[src/rtl/octurdle_pkg.sv]
`default_nettype none
// ============================================================================
// Module      : octurdle_pkg
// Description : Shared types and helpers for the Octurdle round controller.
//               Round-state encoding, LFSR feedback taps and the per-digit
//               compare used by the guess evaluator.
// Revision    : 1.0 - initial release
// ============================================================================
package octurdle_pkg;

    // Encoding is visible on state_o and selects the display mode downstream,
    // so the numeric values are fixed.
    typedef enum logic [2:0] {
        ST_IDLE  = 3'd0,
        ST_GEN   = 3'd1,
        ST_PLAY  = 3'd2,
        ST_CHECK = 3'd3,
        ST_WIN   = 3'd4,
        ST_LOSE  = 3'd5
    } round_state_t;

    // Galois feedback mask for x^32 + x^22 + x^2 + x + 1 (right-shifting form).
    localparam logic [31:0] LFSR_TAPS = 32'h8020_0003;

    // Digits are at most 32 bits wide; callers zero-extend before comparing.
    function automatic logic digit_eq(input logic [31:0] a, input logic [31:0] b);
        return (a == b);
    endfunction

endpackage : octurdle_pkg
`default_nettype wire

[src/rtl/octurdle_lfsr32.sv]
`default_nettype none
// ============================================================================
// Module      : octurdle_lfsr32
// Description : Free-running 32-bit Galois LFSR used as the target source.
//               Advances every clock; the state can never become all-zero.
// Ports       : clk     - system clock
//               reset_n - asynchronous active-low reset (loads SEED)
//               q       - current LFSR state
// Revision    : 1.0 - initial release
// ============================================================================
module octurdle_lfsr32
    import octurdle_pkg::*;
#(
    parameter logic [31:0] SEED = 32'hACE1_2468
) (
    input  logic        clk,
    input  logic        reset_n,
    output logic [31:0] q
);

    // A zero seed would lock the register at zero forever; substitute 1.
    localparam logic [31:0] SAFE_SEED = (SEED == 32'd0) ? 32'd1 : SEED;

    // When the shifted-out bit is 1 the mask sets bit 31, so a non-zero state
    // always maps to a non-zero state.
    always_ff @(posedge clk or negedge reset_n) begin
        if (!reset_n) begin
            q <= SAFE_SEED;
        end else if (q[0]) begin
            q <= (q >> 1) ^ LFSR_TAPS;
        end else begin
            q <= q >> 1;
        end
    end

endmodule : octurdle_lfsr32
`default_nettype wire

[src/rtl/octurdle_round_ctrl.sv]
`default_nettype none
// ============================================================================
// Module      : octurdle_round_ctrl
// Description : Round controller for the Octurdle guessing game. Latches a
//               random N-digit target, evaluates guesses with exact/present
//               feedback, counts tries, detects win/loss and keeps a
//               saturating score of rounds won.
// Ports       : clk        - system clock
//               reset_n    - asynchronous active-low reset
//               enter      - debounced button level (rising edge = event)
//               guess      - NUM_DIGITS digits of DIGIT_W bits
//               target_o   - latched target
//               exact_o    - per-digit exact match
//               present_o  - per-digit "present elsewhere" match
//               tries_o    - guesses used this round
//               score_o    - rounds won since reset (saturating)
//               win_o      - one-cycle pulse on a winning check
//               lose_o     - one-cycle pulse when tries run out
//               state_o    - current round state
// Revision    : 1.0 - initial release
// ============================================================================
module octurdle_round_ctrl
    import octurdle_pkg::*;
#(
    parameter int          NUM_DIGITS = 4,
    parameter int          DIGIT_W    = 4,
    parameter int          MAX_TRIES  = 6,
    parameter int          SCORE_W    = 8,
    parameter logic [31:0] LFSR_SEED  = 32'hACE1_2468
) (
    input  logic                          clk,
    input  logic                          reset_n,
    input  logic                          enter,
    input  logic [NUM_DIGITS*DIGIT_W-1:0] guess,
    output logic [NUM_DIGITS*DIGIT_W-1:0] target_o,
    output logic [NUM_DIGITS-1:0]         exact_o,
    output logic [NUM_DIGITS-1:0]         present_o,
    output logic [3:0]                    tries_o,
    output logic [SCORE_W-1:0]            score_o,
    output logic                          win_o,
    output logic                          lose_o,
    output logic [2:0]                    state_o
);

    localparam int         W         = NUM_DIGITS * DIGIT_W;
    localparam logic [3:0] TRY_LIMIT = 4'(MAX_TRIES);

    round_state_t          state;
    logic                  enter_q;
    logic                  enter_rise;
    logic [W-1:0]          guess_q;
    logic [31:0]           lfsr_q;
    logic [NUM_DIGITS-1:0] exact_c;
    logic [NUM_DIGITS-1:0] present_c;
    logic [3:0]            tries_next;

    octurdle_lfsr32 #(
        .SEED (LFSR_SEED)
    ) u_lfsr (
        .clk     (clk),
        .reset_n (reset_n),
        .q       (lfsr_q)
    );

    // Only the low W bits feed the target; keep the rest explicitly unused.
    generate
        if (W < 32) begin : g_lfsr_hi
            logic unused_lfsr_hi;
            assign unused_lfsr_hi = ^lfsr_q[31:W];
        end
    endgenerate

    assign enter_rise = enter & ~enter_q;
    assign tries_next = tries_o + 4'd1;
    assign state_o    = state;

    // Guess evaluation against the latched target. A target digit that is
    // already exactly matched cannot also satisfy "present" for another
    // position; duplicates are intentionally not de-duplicated.
    always_comb begin
        exact_c   = '0;
        present_c = '0;
        for (int i = 0; i < NUM_DIGITS; i++) begin
            exact_c[i] = digit_eq(32'(guess_q[i*DIGIT_W +: DIGIT_W]),
                                  32'(target_o[i*DIGIT_W +: DIGIT_W]));
        end
        for (int i = 0; i < NUM_DIGITS; i++) begin
            for (int j = 0; j < NUM_DIGITS; j++) begin
                if (!exact_c[i] && (j != i) && !exact_c[j] &&
                    digit_eq(32'(guess_q[i*DIGIT_W +: DIGIT_W]),
                             32'(target_o[j*DIGIT_W +: DIGIT_W]))) begin
                    present_c[i] = 1'b1;
                end
            end
        end
    end

    always_ff @(posedge clk or negedge reset_n) begin
        if (!reset_n) begin
            state     <= ST_IDLE;
            enter_q   <= 1'b0;
            guess_q   <= '0;
            target_o  <= '0;
            exact_o   <= '0;
            present_o <= '0;
            tries_o   <= 4'd0;
            score_o   <= '0;
            win_o     <= 1'b0;
            lose_o    <= 1'b0;
        end else begin
            enter_q <= enter;
            win_o   <= 1'b0;
            lose_o  <= 1'b0;
            case (state)
                ST_IDLE: begin
                    if (enter_rise) state <= ST_GEN;
                end
                ST_GEN: begin
                    target_o  <= lfsr_q[W-1:0];
                    tries_o   <= 4'd0;
                    exact_o   <= '0;
                    present_o <= '0;
                    state     <= ST_PLAY;
                end
                ST_PLAY: begin
                    if (enter_rise) begin
                        guess_q <= guess;
                        state   <= ST_CHECK;
                    end
                end
                ST_CHECK: begin
                    exact_o   <= exact_c;
                    present_o <= present_c;
                    tries_o   <= tries_next;
                    if (&exact_c) begin
                        state <= ST_WIN;
                        win_o <= 1'b1;
                        if (score_o != {SCORE_W{1'b1}}) score_o <= score_o + 1'b1;
                    end else if (tries_next == TRY_LIMIT) begin
                        state  <= ST_LOSE;
                        lose_o <= 1'b1;
                    end else begin
                        state <= ST_PLAY;
                    end
                end
                ST_WIN, ST_LOSE: begin
                    if (enter_rise) state <= ST_GEN;
                end
                default: state <= ST_IDLE;
            endcase
        end
    end

endmodule : octurdle_round_ctrl
`default_nettype wire

[config.mk]
export PLATFORM = sky130hd
export DESIGN_NAME = octurdle_round_ctrl
export DESIGN_NICKNAME = d
export VERILOG_FILES = /design/src/rtl/octurdle_pkg.sv /design/src/rtl/octurdle_lfsr32.sv /design/src/rtl/octurdle_round_ctrl.sv
export SDC_FILE = /design/constraint.sdc
export NUM_CORES = 1
export LEC_CHECK = 0
export ABC_AREA = 1
export ABC_CLOCK_PERIOD_IN_PS = 1600
export CORE_MARGIN = 2
export CORE_UTILIZATION = 45
export CTS_CLUSTER_SIZE = 28
export DETAILED_ROUTE_END_ITERATION = 12
export GPL_TIMING_DRIVEN = 0
export HOLD_SLACK_MARGIN = 0.12
export PLACE_DENSITY = 0.68
export SETUP_SLACK_MARGIN = 0.02
export SLEW_MARGIN = 20
export SYNTH_ARGS = -nofsm -noshare
export SYNTH_HDL_FRONTEND = slang
export SYNTH_SLANG_ARGS = --single-unit
[constraint.sdc]
create_clock -name clk -period 1.6 [get_ports clk]
set_input_delay 0.48 -clock clk [delete_from_list [all_inputs] [get_ports clk]]
set_output_delay 0.48 -clock clk [all_outputs]
set_load 0.05 [all_outputs]
=== Word level (Yosys, flattened, before mapping) ===
Cells that the tools add are included.

* Reductions and logical operators: 29
* Bitwise logic cells: 3
* Equality and inequality tests: 25
* Add/subtract/negate cells: 2
* Mux-type cells: 26

{| class="wikitable"
|+ Operators with widths
! operator !! number
|-
| == test 4 bit || 16
|-
| two-way mux 32 bit || 1
|-
| one-hot mux 4 bit (2 select lines) || 3
|-
| logical AND 1 bit || 18
|-
| two-way mux 1 bit || 17
|-
| two-way mux 3 bit || 4
|-
| one-hot mux 3 bit (4 select lines) || 1
|-
| adder 8 x 1 -> 8 bit, second input constant || 1
|-
| != test 8 bit, second input constant || 1
|-
| == test 3 x 2 -> 1 bit, second input constant || 2
|-
| == test 3 bit, second input constant || 2
|-
| AND reduction 6 bit || 1
|-
| adder 4 x 1 -> 4 bit, second input constant || 1
|-
| == test 4 x 3 -> 1 bit, second input constant || 1
|-
| logical NOT 1 bit || 4
|-
| NOT 3 -> 4 bit || 1
|-
| AND reduction 2 bit || 2
|-
| AND reduction 4 bit || 1
|-
| == test 3 x 1 -> 1 bit, second input constant || 1
|-
| logical NOT 3 bit || 1
|-
| OR reduction 3 bit || 1
|-
| != test 2 x 1 -> 1 bit, second input constant || 1
|-
| != test 2 bit, second input constant || 1
|-
| nonzero test 2 bit || 1
|-
| other kinds (2) || 2
|}

* Output and inout bits: 41
* Flip-flop bits (word level): 90
* Logic and storage cells: 96

=== Longest topological paths before layout ===
* Depth after elaboration: 8
* Mapped depth: 12
* Gate-level depth less buffers: 11

=== Hierarchy ===
From an unflattened synthesis, not the netlist that was laid out.

* Cell total of the unflattened synthesis: 497
* Area total of the unflattened synthesis: 4250.3 um2

{| class="wikitable"
|+ Modules (own cells, without submodules)
! module !! seq. area each (um2) !! area an instance (um2) !! instances !! cells each
|-
| octurdle_round_ctrl || 1451.4 || 3384.5 || 1 || 452
|-
| octurdle_lfsr32 || 817.0 || 865.8 || 1 || 45
|}

=== Least setup slack after synthesis ===
Ideal clock, no wire load.

* Kind: flip-flop to flip-flop
* Start point: register target_o[5]
* End point: register score_o[2]
* Path slack: -0.197 ns
* Stages on the path, launching flop included: 12
* Buffers on the path: 2
* Library setup time: 0.122 ns
* Data arrival time: 1.674 ns
* Clock period less this slack: 1.797 ns
* Path through: dfrtp_1 -> buf_2 -> inv_1 -> nand2_1 -> nand2_1 -> nor2_1 -> nand2_2 -> nor2_4 -> nand3_4 -> buf_6 -> nand2_2 -> o21ai_2

* Word-level cells in the longest chain between the ends: 2

{| class="wikitable"
|+ RTL lines
! element !! line !! source
|-
| start, declared || octurdle_round_ctrl.sv:35 || <nowiki>output logic [NUM_DIGITS*DIGIT_W-1:0] target_o,</nowiki>
|-
| start signal, assigned || octurdle_round_ctrl.sv:119 || <nowiki>target_o <= lfsr_q[W-1:0];</nowiki>
|-
| == test 4 bit || n/a ||
|-
| AND reduction 6 bit (no source line) || n/a ||
|-
| end signal, assigned || octurdle_round_ctrl.sv:138 || <nowiki>if (score_o != {SCORE_W{1'b1}}) score_o <= score_o + 1'b1;</nowiki>
|-
| end, declared || octurdle_round_ctrl.sv:39 || <nowiki>output logic [SCORE_W-1:0] score_o,</nowiki>
|}

No other way between the ends.
A chain may end at the register's enable or synchronous reset.

=== Final worst setup path ===
* Start point: register guess_q[3]
* End point: register score_o[2]

* Word-level cells in the longest chain between the ends: 2

{| class="wikitable"
|+ RTL lines
! element !! line !! source
|-
| start, declared || octurdle_round_ctrl.sv:51 || <nowiki>logic [W-1:0] guess_q;</nowiki>
|-
| start signal, assigned || octurdle_round_ctrl.sv:127 || <nowiki>guess_q <= guess;</nowiki>
|-
| == test 4 bit || n/a ||
|-
| AND reduction 6 bit (no source line) || n/a ||
|}

No other way between the ends.

==> results.txt <==
Worst R2R Start - guess_q[3]
Mapped Area - 4240 um^2
DR WL/cell - 15.6 um
Outcome - finished, violations left
Root Buffer - clkbuf_8
Tmin final - 1660 ps
Xor/xnor cell area share of the yosys netlist - 7.44%
Number of diodes - 0
Worst Min Path Start - u_lfsr.q[19]
Share of layout cells above drive strength 1 - 37.0%
Mean Syn Cell Area - 8.67 um^2
Max Slew Vio Count - 0
Final WS setup - -62.4 ps
Post-Synth Adder-Cell Area - 0.885%
Worst Path Arrival - 1910 ps
Cell Area, Placed - 5050 um^2
Crit Path Class - reg2reg
First-pass GRT wire length - 18200 um
Yosys Warn Count - 0
Max Fanout on Critical Path - 5
VDD IR max - 925 uV
Min-delay worst type - reg2reg
Core area - 9200 um^2
Complex-gate fraction of the synthesized area - 4.96%
Yosys reg bits - 90
Synth-to-Final Area Change - 31.9%
Grt total ovfl - 0
Hpwl dp - 7460 um
GRT Total Usage - 23.1%
Violated checks - setup timing
Drt drc - 0
IO Port Bufs - 59
Router iterations before antenna repair - 5
Final setup vio count - 9
Final Util - 60.8%
Die Y - 101 um
Die Width - 101 um
Crit-path slowest cell - dfrtp_1
CTS Buf Count - 9
Worst Skew - 10.1 ps
Post-synthesis mux area share - 1.59%
Drt initial violations - 256
Critical path launch point type - flip-flop
Antenna viol nets, final - 0
Routed Wire Length - 11200 um
Clock Sinks - 90
Pin count of the biggest net entering global routing - 61
Dpl ws - -358 ps
Leakage - 2.90 nW
Clk buf depth - 2
Initial antenna violation count - 0
Placer Congestion - 0.994
Nets@finish - 625
Synth cell types - 27
Type of element capturing the critical path - flip-flop
Reg2reg path depth - 10
Number of global-route vias before repair - 3541
Clock Latency Late Sink - 350 ps
Max stage delay on crit path - 440 ps
Final Hold Vio Count - 0
Max-cap violation count - 0
Hold Path Sink - u_lfsr.q[18]
Clk pin slew, worst setup/hold paths - 100 ps
Simple-Gate Fraction of Synth Area - 25.3%
Starting Density - 46.1%
FMAX - 602 MHz
Crit path cell chain - buf_4, nand2_1, nand2_1, nor2_2, nand2_2, nor2_4, nand3_4, buf_8, nand2_2, o21ai_2
Die area - 10200 um^2
Final Cycle Share - 104%
Sequential cell area fraction in the yosys report - 53.5%
Relative slew slack - 70.5%
Data required time of the worst path - 1840 ps
CP startpoint - guess_q[3]
CTS tree - built
Post-synth net total - 511
Setup TNS - -459 ps
CTS H-tree lvls - 3
Row cnt - 35
Largest family of logic cells by synthesized area - simple AND/OR/NAND/NOR gates
Vias - 3702
PD cells - 1960 nW/um^2
Fin area - 5590 um^2
Gate Count Post-Synth - 489
Setup slack, reg-to-reg - -60 ps
R2R Path End - score_o[2]
Avg Vias per Cell - 5.15
Hold path depth - 0
RSZ-0062 raised after global routing - true
Worst-Margin Slew - 442 ps
Ports - 60
## power by group
| part | leakage (nW) | total (mW) | internal (mW) | switching [mW] |
|---|---|---|---|---|
| logic | 1.73 | 6.06 | 2.23 | 3.83 |
| clock network | 0.0827 | 1.40 | 0.569 | 0.829 |
| registers | 1.09 | 3.49 | 2.83 | 0.658 |
| total | 2.90 | 10.9 | 5.63 | 5.32 |
## sequential cells by signal, indices dropped and copies added, names as in the netlist
register   count
u_lfsr.q      32
lose_o         1
win_o          1
enter_q        1
present_o      4
tries_o        4
score_o        8
state_o        3
guess_q       16
exact_o        4
target_o      16
## cells in the final DEF, fill, tap and decap left out, types with 3 or more instances in the layout
cell               n
nor3_1            15
clkdlybuf4s50_1   17
xnor2_1            5
nand2_1          144
clkbuf_1           4
clkdlybuf4s15_2    3
nor2_2            10
mux2_2             6
inv_1             26
dfrtp_1           49
nand2_2           15
o21ai_2            4
nand3_2            3
dfstp_2           13
nand3_1            5
nand2_4            3
ha_1               3
dfrtp_2           28
inv_2             18
buf_6             12
o21ai_0            7
nand4_1           13
clkbuf_4           4
xor2_1            30
buf_2             27
nor2_1            36
clkbuf_8           9
nor2_4             4
a21oi_1           26
buf_4             49
buf_8              3
## metrics by stage
step                      instances  hold WS, ps  total power, mW
final                           719          360             10.9
after global routing            719          369             11.7
after CTS                       703          363             10.3
after detailed placement        660          337             8.70
after global placement          659          339             8.59
after floorplan                 489          184             7.06
## worst max-delay path by stage
stage / endpoint / slack, ps / cells past startpoint
final: score_o[2] / -60 / 10
after global routing: score_o[0] / -130 / 9
after CTS: guess_q[1] / 20 / 5
after detailed placement: guess_q[9] / -360 / 7
after global placement: state_o[0] / -3490 / 1
after floorplan: score_o[2] / 10 / 11
## worst max-delay path: cells and delay by family, from the launching register on
family / cells / cell delay, ps
buffers and inverters: 2 / 340
AND/OR/NAND/NOR: 7 / 720
flip-flops: 1 / 440
AO/OA/AOI/OAI: 1 / 50
## per-layer routing
| metal | part of all wire (%) | GRT usage (%) |
|---|---|---|
| met3 | 6.4 | 3.81 |
| met5 | 0 | 0 |
| met1 | 46 | 34.6 |
| met2 | 46 | 34.7 |
| met4 | 1.9 | 6.34 |
## final cells by class
cell class,count,area (um^2)
Fill cell,800,3610
Buffer,17,130
Inverter,46,178
Sequential cell,90,2300
Multi-Input combinational cell,334,1800
Tap cell,111,139
Clock inverter,6,42.5
Clock buffer,10,128
Timing Repair Buffer,105,868
## synth_stat cells
library cell | number | area share [%]
o21ai_2 | 3 | 0.62
dfstp_2 | 13 | 8.1
o22ai_1 | 1 | 0.15
nand3_1 | 8 | 0.94
dfrtp_1 | 77 | 45
nor2_2 | 2 | 0.30
ha_1 | 3 | 0.89
nor2_4 | 3 | 0.80
nand2_2 | 6 | 0.89
mux2_2 | 6 | 1.6
xor2_1 | 30 | 6.2
o21ai_0 | 8 | 0.94
inv_2 | 6 | 0.53
inv_1 | 40 | 3.5
nor2_8 | 1 | 0.47
nor2_1 | 45 | 4.0
nand3_4 | 1 | 0.41
buf_6 | 1 | 0.27
buf_2 | 13 | 1.5
buf_1 | 1 | 0.088
xnor2_1 | 6 | 1.2
nand2_1 | 156 | 14
nand4_1 | 13 | 1.9
a21oi_1 | 26 | 3.1
nor3_1 | 15 | 1.8
clkbuf_1 | 4 | 0.35
o21bai_1 | 1 | 0.18
## cell families (layout without fill, tap and decap cells)
logic type      after synthesis  in the layout
simple gates                250            250
flops                        90             90
buf+inv                      65            184
compound gates               39             39
xor+xnor                     36             36
mux                           6              6
fa+ha+maj                     3              3
## what timing repair did
| action | CTS | global route |
|---|---|---|
| cloned | 1 | 0 |
| endpoints found under the hold margin | 28 | 0 |
| hold buffers | 1 | 0 |
| gates resized for setup | 216 | 70 |
| setup buffers | 27 | 16 |
| pin swaps | 3 | 13 |
| endpoints found under the setup margin | 71 | 42 |
No activity file was read; power rests on OpenSTA's default activity.
